==> src/rtl/mod_counter_scheduler_if.sv <==
// Request/grant bundle between timing clients and the shared-counter scheduler.
// The master side (clients) drives requests, durations and pause; the slave
// side (scheduler) returns grant, the shared count, completion and busy.
interface mod_counter_scheduler_if #(
    parameter int NREQ = 4,
    parameter int CW   = 4
);
    logic [NREQ-1:0]    req;
    logic [NREQ*CW-1:0] dur;
    logic               hold;
    logic [NREQ-1:0]    gnt;
    logic [CW-1:0]      count;
    logic [NREQ-1:0]    done;
    logic               busy;

    modport master (
        output req, dur, hold,
        input  gnt, count, done, busy
    );

    modport slave (
        input  req, dur, hold,
        output gnt, count, done, busy
    );
endinterface

==> src/rtl/mod_counter_scheduler.sv <==
// Round-robin scheduler sharing one mod-MOD up-counter among NREQ requesters.
// A granted requester sees the counter run 0..min(dur, MOD-1), then gets a
// one-cycle done pulse. The requester just served drops to lowest priority.
module mod_counter_scheduler #(
    parameter int NREQ = 4,
    parameter int CW   = 4,
    parameter int MOD  = 10
) (
    input  logic                    clk,
    input  logic                    rst,
    mod_counter_scheduler_if.slave  bus
);
    localparam int            PW       = (NREQ > 1) ? $clog2(NREQ) : 1;
    localparam logic [CW-1:0] TERM_MAX = CW'(MOD - 1);

    typedef enum logic [1:0] {
        ST_IDLE = 2'd0,
        ST_RUN  = 2'd1,
        ST_DONE = 2'd2
    } state_e;

    state_e          state_q, state_d;
    logic [NREQ-1:0] gnt_q,   gnt_d;
    logic [NREQ-1:0] done_q,  done_d;
    logic [CW-1:0]   count_q, count_d;
    logic [CW-1:0]   term_q,  term_d;
    logic [PW-1:0]   ptr_q,   ptr_d;
    logic [PW-1:0]   g_q,     g_d;

    logic            found;
    logic [PW-1:0]   sel_idx;
    logic [CW-1:0]   sel_dur;
    logic [PW-1:0]   g_next;

    // Round-robin pick: first set request at or after ptr, wrapping.
    always_comb begin
        found   = 1'b0;
        sel_idx = '0;
        for (int k = 0; k < NREQ; k++) begin
            if (!found && bus.req[(int'(ptr_q) + k) % NREQ]) begin
                found   = 1'b1;
                sel_idx = PW'((int'(ptr_q) + k) % NREQ);
            end
        end
    end

    assign sel_dur = bus.dur[int'(sel_idx)*CW +: CW];
    assign g_next  = (int'(g_q) == NREQ - 1) ? '0 : g_q + 1'b1;

    // Next-state and output decode; abort beats pause beats terminal count.
    always_comb begin
        // NOTE: every target gets a default first so no path can infer a latch.
        state_d = state_q;
        gnt_d   = gnt_q;
        count_d = count_q;
        done_d  = '0;
        term_d  = term_q;
        ptr_d   = ptr_q;
        g_d     = g_q;
        unique case (state_q)
            ST_IDLE: begin
                if (found) begin
                    g_d     = sel_idx;
                    term_d  = (sel_dur > TERM_MAX) ? TERM_MAX : sel_dur;
                    gnt_d   = NREQ'(1) << sel_idx;
                    count_d = '0;
                    state_d = ST_RUN;
                end
            end
            ST_RUN: begin
                if (!bus.req[g_q]) begin
                    gnt_d   = '0;
                    count_d = '0;
                    ptr_d   = g_next;
                    state_d = ST_IDLE;
                end else if (bus.hold) begin
                    state_d = ST_RUN;
                end else if (count_q == term_q) begin
                    gnt_d   = '0;
                    count_d = '0;
                    done_d  = NREQ'(1) << g_q;
                    ptr_d   = g_next;
                    state_d = ST_DONE;
                end else begin
                    count_d = count_q + 1'b1;
                end
            end
            ST_DONE: begin
                state_d = ST_IDLE;
            end
            default: begin
                gnt_d   = '0;
                count_d = '0;
                state_d = ST_IDLE;
            end
        endcase
    end

    // State register; reset clears everything immediately, with no done pulse.
    always_ff @(posedge clk or posedge rst) begin
        if (rst) begin
            state_q <= ST_IDLE;
            gnt_q   <= '0;
            done_q  <= '0;
            count_q <= '0;
            term_q  <= '0;
            ptr_q   <= '0;
            g_q     <= '0;
        end else begin
            // NOTE: non-blocking updates so every flop samples pre-edge values.
            state_q <= state_d;
            gnt_q   <= gnt_d;
            done_q  <= done_d;
            count_q <= count_d;
            term_q  <= term_d;
            ptr_q   <= ptr_d;
            g_q     <= g_d;
        end
    end

    assign bus.gnt   = gnt_q;
    assign bus.done  = done_q;
    assign bus.count = count_q;
    assign bus.busy  = (state_q != ST_IDLE);
endmodule

==> src/flat_wrapper.sv <==
// flat-port wrapper written by rule: the top's interface ports become plain ports
module mod_counter_scheduler_flat 
#(
    parameter int NREQ = 4,
    parameter int CW   = 4,
    parameter int MOD  = 10
)
  (clk, rst, bus_req, bus_dur, bus_hold, bus_gnt, bus_count, bus_done, bus_busy);
  mod_counter_scheduler_if #(.NREQ(NREQ), .CW(CW)) bus_i ();
  input  logic clk;
  input  logic rst;
  input wire logic [$bits(bus_i.req)-1:0] bus_req;
  input wire logic [$bits(bus_i.dur)-1:0] bus_dur;
  input wire logic [$bits(bus_i.hold)-1:0] bus_hold;
  output wire logic [$bits(bus_i.gnt)-1:0] bus_gnt;
  output wire logic [$bits(bus_i.count)-1:0] bus_count;
  output wire logic [$bits(bus_i.done)-1:0] bus_done;
  output wire logic [$bits(bus_i.busy)-1:0] bus_busy;
  assign bus_i.req = bus_req;
  assign bus_i.dur = bus_dur;
  assign bus_i.hold = bus_hold;
  assign bus_gnt = bus_i.gnt;
  assign bus_count = bus_i.count;
  assign bus_done = bus_i.done;
  assign bus_busy = bus_i.busy;
  mod_counter_scheduler #(.NREQ(NREQ), .CW(CW), .MOD(MOD)) u_core (.clk(clk), .rst(rst), .bus(bus_i));
endmodule
==> config.mk <==
export PLATFORM = sky130hd
export DESIGN_NAME = mod_counter_scheduler_flat
export DESIGN_NICKNAME = d
export VERILOG_FILES = /design/src/rtl/mod_counter_scheduler_if.sv /design/src/rtl/mod_counter_scheduler.sv /design/src/flat_wrapper.sv
export SDC_FILE = /design/constraint.sdc
export NUM_CORES = 1
export LEC_CHECK = 0
export CORE_UTILIZATION = 43
export DETAILED_ROUTE_END_ITERATION = 12
export PLACE_DENSITY = 0.75
export RECOVER_POWER = 100
export SYNTH_ARGS = -nofsm -noshare
export SYNTH_HDL_FRONTEND = slang
export SYNTH_SLANG_ARGS = --single-unit
export TNS_END_PERCENT = 50
==> constraint.sdc <==
create_clock -name clk -period 2.3 [get_ports clk]
set_clock_uncertainty 0.15 [all_clocks]
set_input_delay 0.46 -clock clk [delete_from_list [all_inputs] [get_ports clk]]
set_output_delay 0.46 -clock clk [all_outputs]
set_load 0.01 [all_outputs]
### Yosys cells after proc, flatten, opt, wreduce, memory -nomap -nowiden

Cells that the tools add are included.

* bits in registers: 22
* input port bits: 23
* output and inout port bits: 13
* word-level logic and storage cells: 96

* add/subtract/negate cells: 5
* $lt $le $gt $ge: 6
* equality and inequality tests: 10
* shift operators: 3
* multiplexer cells: 45
* bitwise logic cells: 4
* reduce and logical (&&, ||, !) cells: 16

Operator list (count)
* $mux 4: 13
* $mux 2: 12
* $pmux 4 s3: 2
* $shiftx 16x5->4: 1
* $lt 3x4->1 const B: 3
* $mux 1: 12
* $bmux 1 s2: 5
* $shl 1x2->4 const A: 2
* $lt 2x3->1 const B: 2
* $ne 3x3->1 const B: 2
* $reduce_and 3->1: 2
* $reduce_or 2->1: 3
* $add 2x1->2 const B: 2
* $add 2x2->2 const B: 2
* $add 4x1->4 const B: 1
* $eq 2x1->1 const B: 2
* $eq 4x4->1: 1
* $gt 4x4->1 const B: 1
* $ne 2x2->1 const B: 2
* $ne 4x4->1 const B: 1
* $pmux 2 s2: 1
* $reduce_and 2->1: 2
* $reduce_and 4->1: 1
* $and 1x1->1 const A: 3
* other kinds (7): 11

### Depth between registers and ports, before layout

* depth in word-level cells: 17
* gate-level depth with buffers: 7
* depth with buffers taken out: 6

### Worst setup path before layout

No wires, ideal clock.

* kind: input to register
* from: input bus_req[2]
* to: register u_core.term_q[1]
* arrival: 1.896 ns
* data required time: 2.030 ns
* slack: 0.134 ns
* cell stages on the path: 7
* buffers on the path: 1
* cells stage by stage: nor2b_1 -> or4b_1 -> buf_2 -> nand2_4 -> a21oi_1 -> a22o_1 -> a31o_1

* longest elaborated chain between the ends: 15

Ends and longest elaborated chain
* from (decl): line flat_wrapper.sv:12 `input wire logic [$bits(bus_i.req)-1:0] bus_req;`
* $bmux 1 s2: line mod_counter_scheduler.sv:40 `if (!found && bus.req[(int'(ptr_q) + k) % NREQ]) begin`
* $mux 1 (implied by the code): line mod_counter_scheduler.sv:40
* $mux 1: line mod_counter_scheduler.sv:40
* $logic_not 1->1: line mod_counter_scheduler.sv:40
* $logic_and 1x1->1: line mod_counter_scheduler.sv:40
* $mux 1: line mod_counter_scheduler.sv:40
* $logic_not 1->1: line mod_counter_scheduler.sv:40
* $logic_and 1x1->1: line mod_counter_scheduler.sv:40
* $mux 1: line mod_counter_scheduler.sv:40
* $logic_not 1->1: line mod_counter_scheduler.sv:40
* $logic_and 1x1->1: line mod_counter_scheduler.sv:40
* $mux 2: line mod_counter_scheduler.sv:40
* $shiftx 16x5->4: line mod_counter_scheduler.sv:47 `assign sel_dur = bus.dur[int'(sel_idx)*CW +: CW];`
* $gt 4x4->1: line mod_counter_scheduler.sv:64 `term_d = (sel_dur > TERM_MAX) ? TERM_MAX : sel_dur;`
* $mux 4: line mod_counter_scheduler.sv:64
* to (signal assigned): line mod_counter_scheduler.sv:115 `term_q <= term_d;`
* to (decl): line mod_counter_scheduler.sv:26 `logic [CW-1:0] term_q, term_d;`

Several ways; a longest one is shown, not always the timed one. The select of a mux whose other input is x is not followed.
A chain may end at the register's enable or synchronous reset.

### Final worst setup path

* from: input bus_req[1]
* to: register u_core.count_q[3], in the netlist u_core.bus.count[3]

* longest elaborated chain between the ends: 14

Ends and longest elaborated chain
* $bmux 1 s2: line mod_counter_scheduler.sv:40
* $mux 1 (implied by the code): line mod_counter_scheduler.sv:40
* $mux 1: line mod_counter_scheduler.sv:40
* $logic_not 1->1: line mod_counter_scheduler.sv:40
* $logic_and 1x1->1: line mod_counter_scheduler.sv:40
* $mux 1: line mod_counter_scheduler.sv:40
* $logic_not 1->1: line mod_counter_scheduler.sv:40
* $logic_and 1x1->1: line mod_counter_scheduler.sv:40
* $mux 1: line mod_counter_scheduler.sv:40
* $logic_not 1->1: line mod_counter_scheduler.sv:40
* $logic_and 1x1->1: line mod_counter_scheduler.sv:40
* $mux 1: line mod_counter_scheduler.sv:40
* $ne 2x1->1 (no line)
* $reduce_and 3->1 (no line)
* to (signal assigned): line mod_counter_scheduler.sv:114 `count_q <= count_d;`
* to (decl): line mod_counter_scheduler.sv:25 `logic [CW-1:0] count_q, count_d;`

Several ways; a longest one is shown, not always the timed one. The select of a mux whose other input is x is not followed.

==> impl_results.md <==
- Yosys reg bits: 22
- Simple-gate share of the synthesized area: 25.7%
- Commonest cells after routing, fill and taps aside: dfrtp_1, buf_4, clkdlybuf4s50_1
- Critical Path AT: 2.29 ns
- Final antenna diode count: 0
- Initial drt markers: 52
- WL final: 3390 um
- Setup CP Type: in -> reg
- Top delay family on crit path: simple AND/OR/NAND/NOR gates
- Setup_tns: 0 ns
- Die height: 57.6 um
- Reg clk slew, reported paths: 0.12 ns
- Worst setup margin: 0.0905 ns
- Rows: 19
- YS warnings: 0
- Failing checks: design-rule violations
- Flop pwr share: 32.5%
- XOR/XNOR share of the synthesized area: 2.64%
- Synth Instances: 140
- Outcome: finished with violations
- Commonest non-fill, non-tap cell in the layout: dfrtp_1
- Dominant cell type by area after synthesis: dfrtp_1
- Least-Margin Pin Slew: 1.18 ns
- Top cells by area, synth: dfrtp_1, nand2_1, ha_1
- Design area: 1940 um^2
- CP cell instances: dlygate4sd2_1 > buf_4 > mux4_2 > and2_4 > nand2_1 > o21ai_1 > or4_1 > o211ai_1
- Hold slack final: 0.360 ns
- Final setup vio count: 0
- Starting Density: 46.6%
- CTS tree: built
- Non-filler cells, final: 233
- Initial antenna violation count: 0
- Vias post-DR: 1274
- Largest family of logic cells by synthesized area: simple AND/OR/NAND/NOR gates
- Cell variety after synth: 39
- Pre-CTS WS: -0.484 ns
- P_leak: 0.930 nW
- Die area: 3320 um^2
- Power, Total: 1.96 mW
- Critical path's largest stage delay: 0.48 ns
- Switching part of the total power: 40.5%
- Final Hold Violating Endpoints: 0
- CORE AREA: 2850 um^2
- DR vias/cell: 5.47
- Worst vdd ir: 0.642 mV
- IO Port Bufs: 35
- Detailed Place HPWL: 2700 um
- Clock root cell: clkbuf_4
- RePlAce Congestion: 0.771
- Post-synth EDFFs: 0
- Crit start category: primary input
- Mux cell area share after synthesis: 4.90%
- Max-Cap Viols: 0
- Core Util, Final: 67.9%
- Largest net degree at the start of global routing: 23
- Cells after DPL: 229
- Sequential cell area fraction in the yosys report: 41.4%
- All-Layer GR Usage: 22.2%
- Main flop type after synthesis: dfrtp_1
- Maximum clock frequency: 453 MHz
- DRC Markers: 2
- Compound-Gate Fraction of Synth Area: 18.0%
- Worst Path Buf+Inv: 2
- Relative slew slack: 21.3%
- Clock buffer depth: 2
- TritonCTS buffer count: 3
- First-pass GRT wire length: 5690 um
- Clock network power share: 8.9%
- Period utilisation layout: 96.1%
- Clk sinks: 22
- Share of cells above drive strength 1: 18.8%
- Number of global-route vias before repair: 1332
- CP max FO: 4
- FF-to-FF Start: u_core.g_q[0]
- Avg WL per Cell: 14.5 um
- CP required: 2.38 ns
- Worst min-delay path category: reg -> reg
- HP Start: u_core.state_q[1]
- Die width: 57.6 um
- Async S/R FF share, synth: 100%
- Post-Synth Adder-Cell Area: 4.71%
- Sw power: 792 uW
- Synth Net Count: 168
- Unrepaired setup endpoints after global routing: false
- Comb power frac: 58.6%
- DR pass1 iterations: 8
- Total grt overflow: 0
- Final ANT Viol Nets: 0
- Slowest CP cell: or4_1
- P per Cell Area: 1010 nW/um^2
- Total number of H-tree levels: 1
- Area after DPL: 1900 um^2
- Pins Over Slew Limit: 0
- Crit path capture type: flop
- Post-synth top area share: 41.4%
- Synth Cell Area: 1330 um^2
- Worst Setup SP: bus_req[1]
- Final #Nets: 232
- Worst-Skew Late Latency: 0.30 ns
- Syn_area_per_cell: 9.49 um^2
- Crit path time final: 2.21 ns
- IO Pins: 36
- Area Growth Syn to Fin: 45.8%
- Int Pwr: 1.17 mW
## path summary, 6_finish.rpt
| path | end | slack (ns) | cells after the start |
|---|---|---|---|
| max reg2reg | u_core.bus.count[3] | 0.13 | 6 |
| min in group asynchronous | u_core.bus.done[2] | 0.80 | 3 |
| min reg2reg | u_core.state_q[0] | 0.36 | 1 |
| max in group asynchronous | u_core.term_q[0] | 0.50 | 3 |
| max | u_core.bus.count[3] | 0.09 | 8 |
| min | u_core.state_q[0] | 0.36 | 1 |
## kinds of logic (layout without fill, tap and decap cells)
family / count (synthesis) / after routing
xor gates and xnor gates: 4 / 4
AOI/OAI and AO/OA: 31 / 31
muxes: 5 / 5
adders and majority gates: 5 / 5
buffers and inverters: 8 / 70
DFF: 22 / 22
and+or+nand+nor: 65 / 65
## flip-flops by register name (all words and copies together) (netlist names)
signal	cells
u_core.bus.count	4
u_core.bus.gnt	4
u_core.term_q	4
u_core.state_q	2
u_core.ptr_q	2
u_core.bus.done	4
u_core.g_q	2
## cell type report
| class | count | area [um^2] |
|---|---|---|
| inverters | 5 | 18.8 |
| flip-flops and latches | 22 | 551 |
| clock buffers | 3 | 22.5 |
| fillers | 245 | 916 |
| repair buffers | 62 | 541 |
| well taps | 31 | 38.8 |
| multi-input cells | 110 | 766 |
## synth_stat cells, drive strengths merged (3+ instances only)
library cell,number
a22o,4
and2,8
dfrtp,22
ha,5
inv,5
nand2,18
nand3,7
nor2,13
nor2b,6
nor4,4
o211ai,3
o21ai,6
xor2,4
## power groups by stage
stage          sequential (mW)  combinational, mW  clock (mW)
6_report                 0.635               1.15       0.174
4_1_cts                  0.638               1.19       0.178
5_1_grt                  0.651               1.27       0.190
2_1_floorplan            0.617              0.649           0
3_3_place_gp             0.637               1.10           0
3_5_place_dp             0.643               1.13           0
## worst reg2reg max path: cells and delay by family (launching register included)
family / cells / cell delay (ns)
AO/OA/AOI/OAI: 2 / 0.22
flip-flops: 1 / 0.47
AND/OR/NAND/NOR: 3 / 0.71
multiplexers: 1 / 0.55
## metal layers
metal  vias up  track usage [%]  part of all wire, %
li1        638                -                    -
met1       611             26.2                   43
met2        25             42.5                   54
met3         0             3.40                  2.8
met4         0             3.83                    0
met5         -                0                    0
## timing repair
action | 4_1_cts | 5_1_grt
gates resized for setup | 11 | 0
buffers inserted | 1 | 0
hold buffers | 0 | 0
setup endpoints to repair | 10 | 0
(Power assumes the default switching activity.)
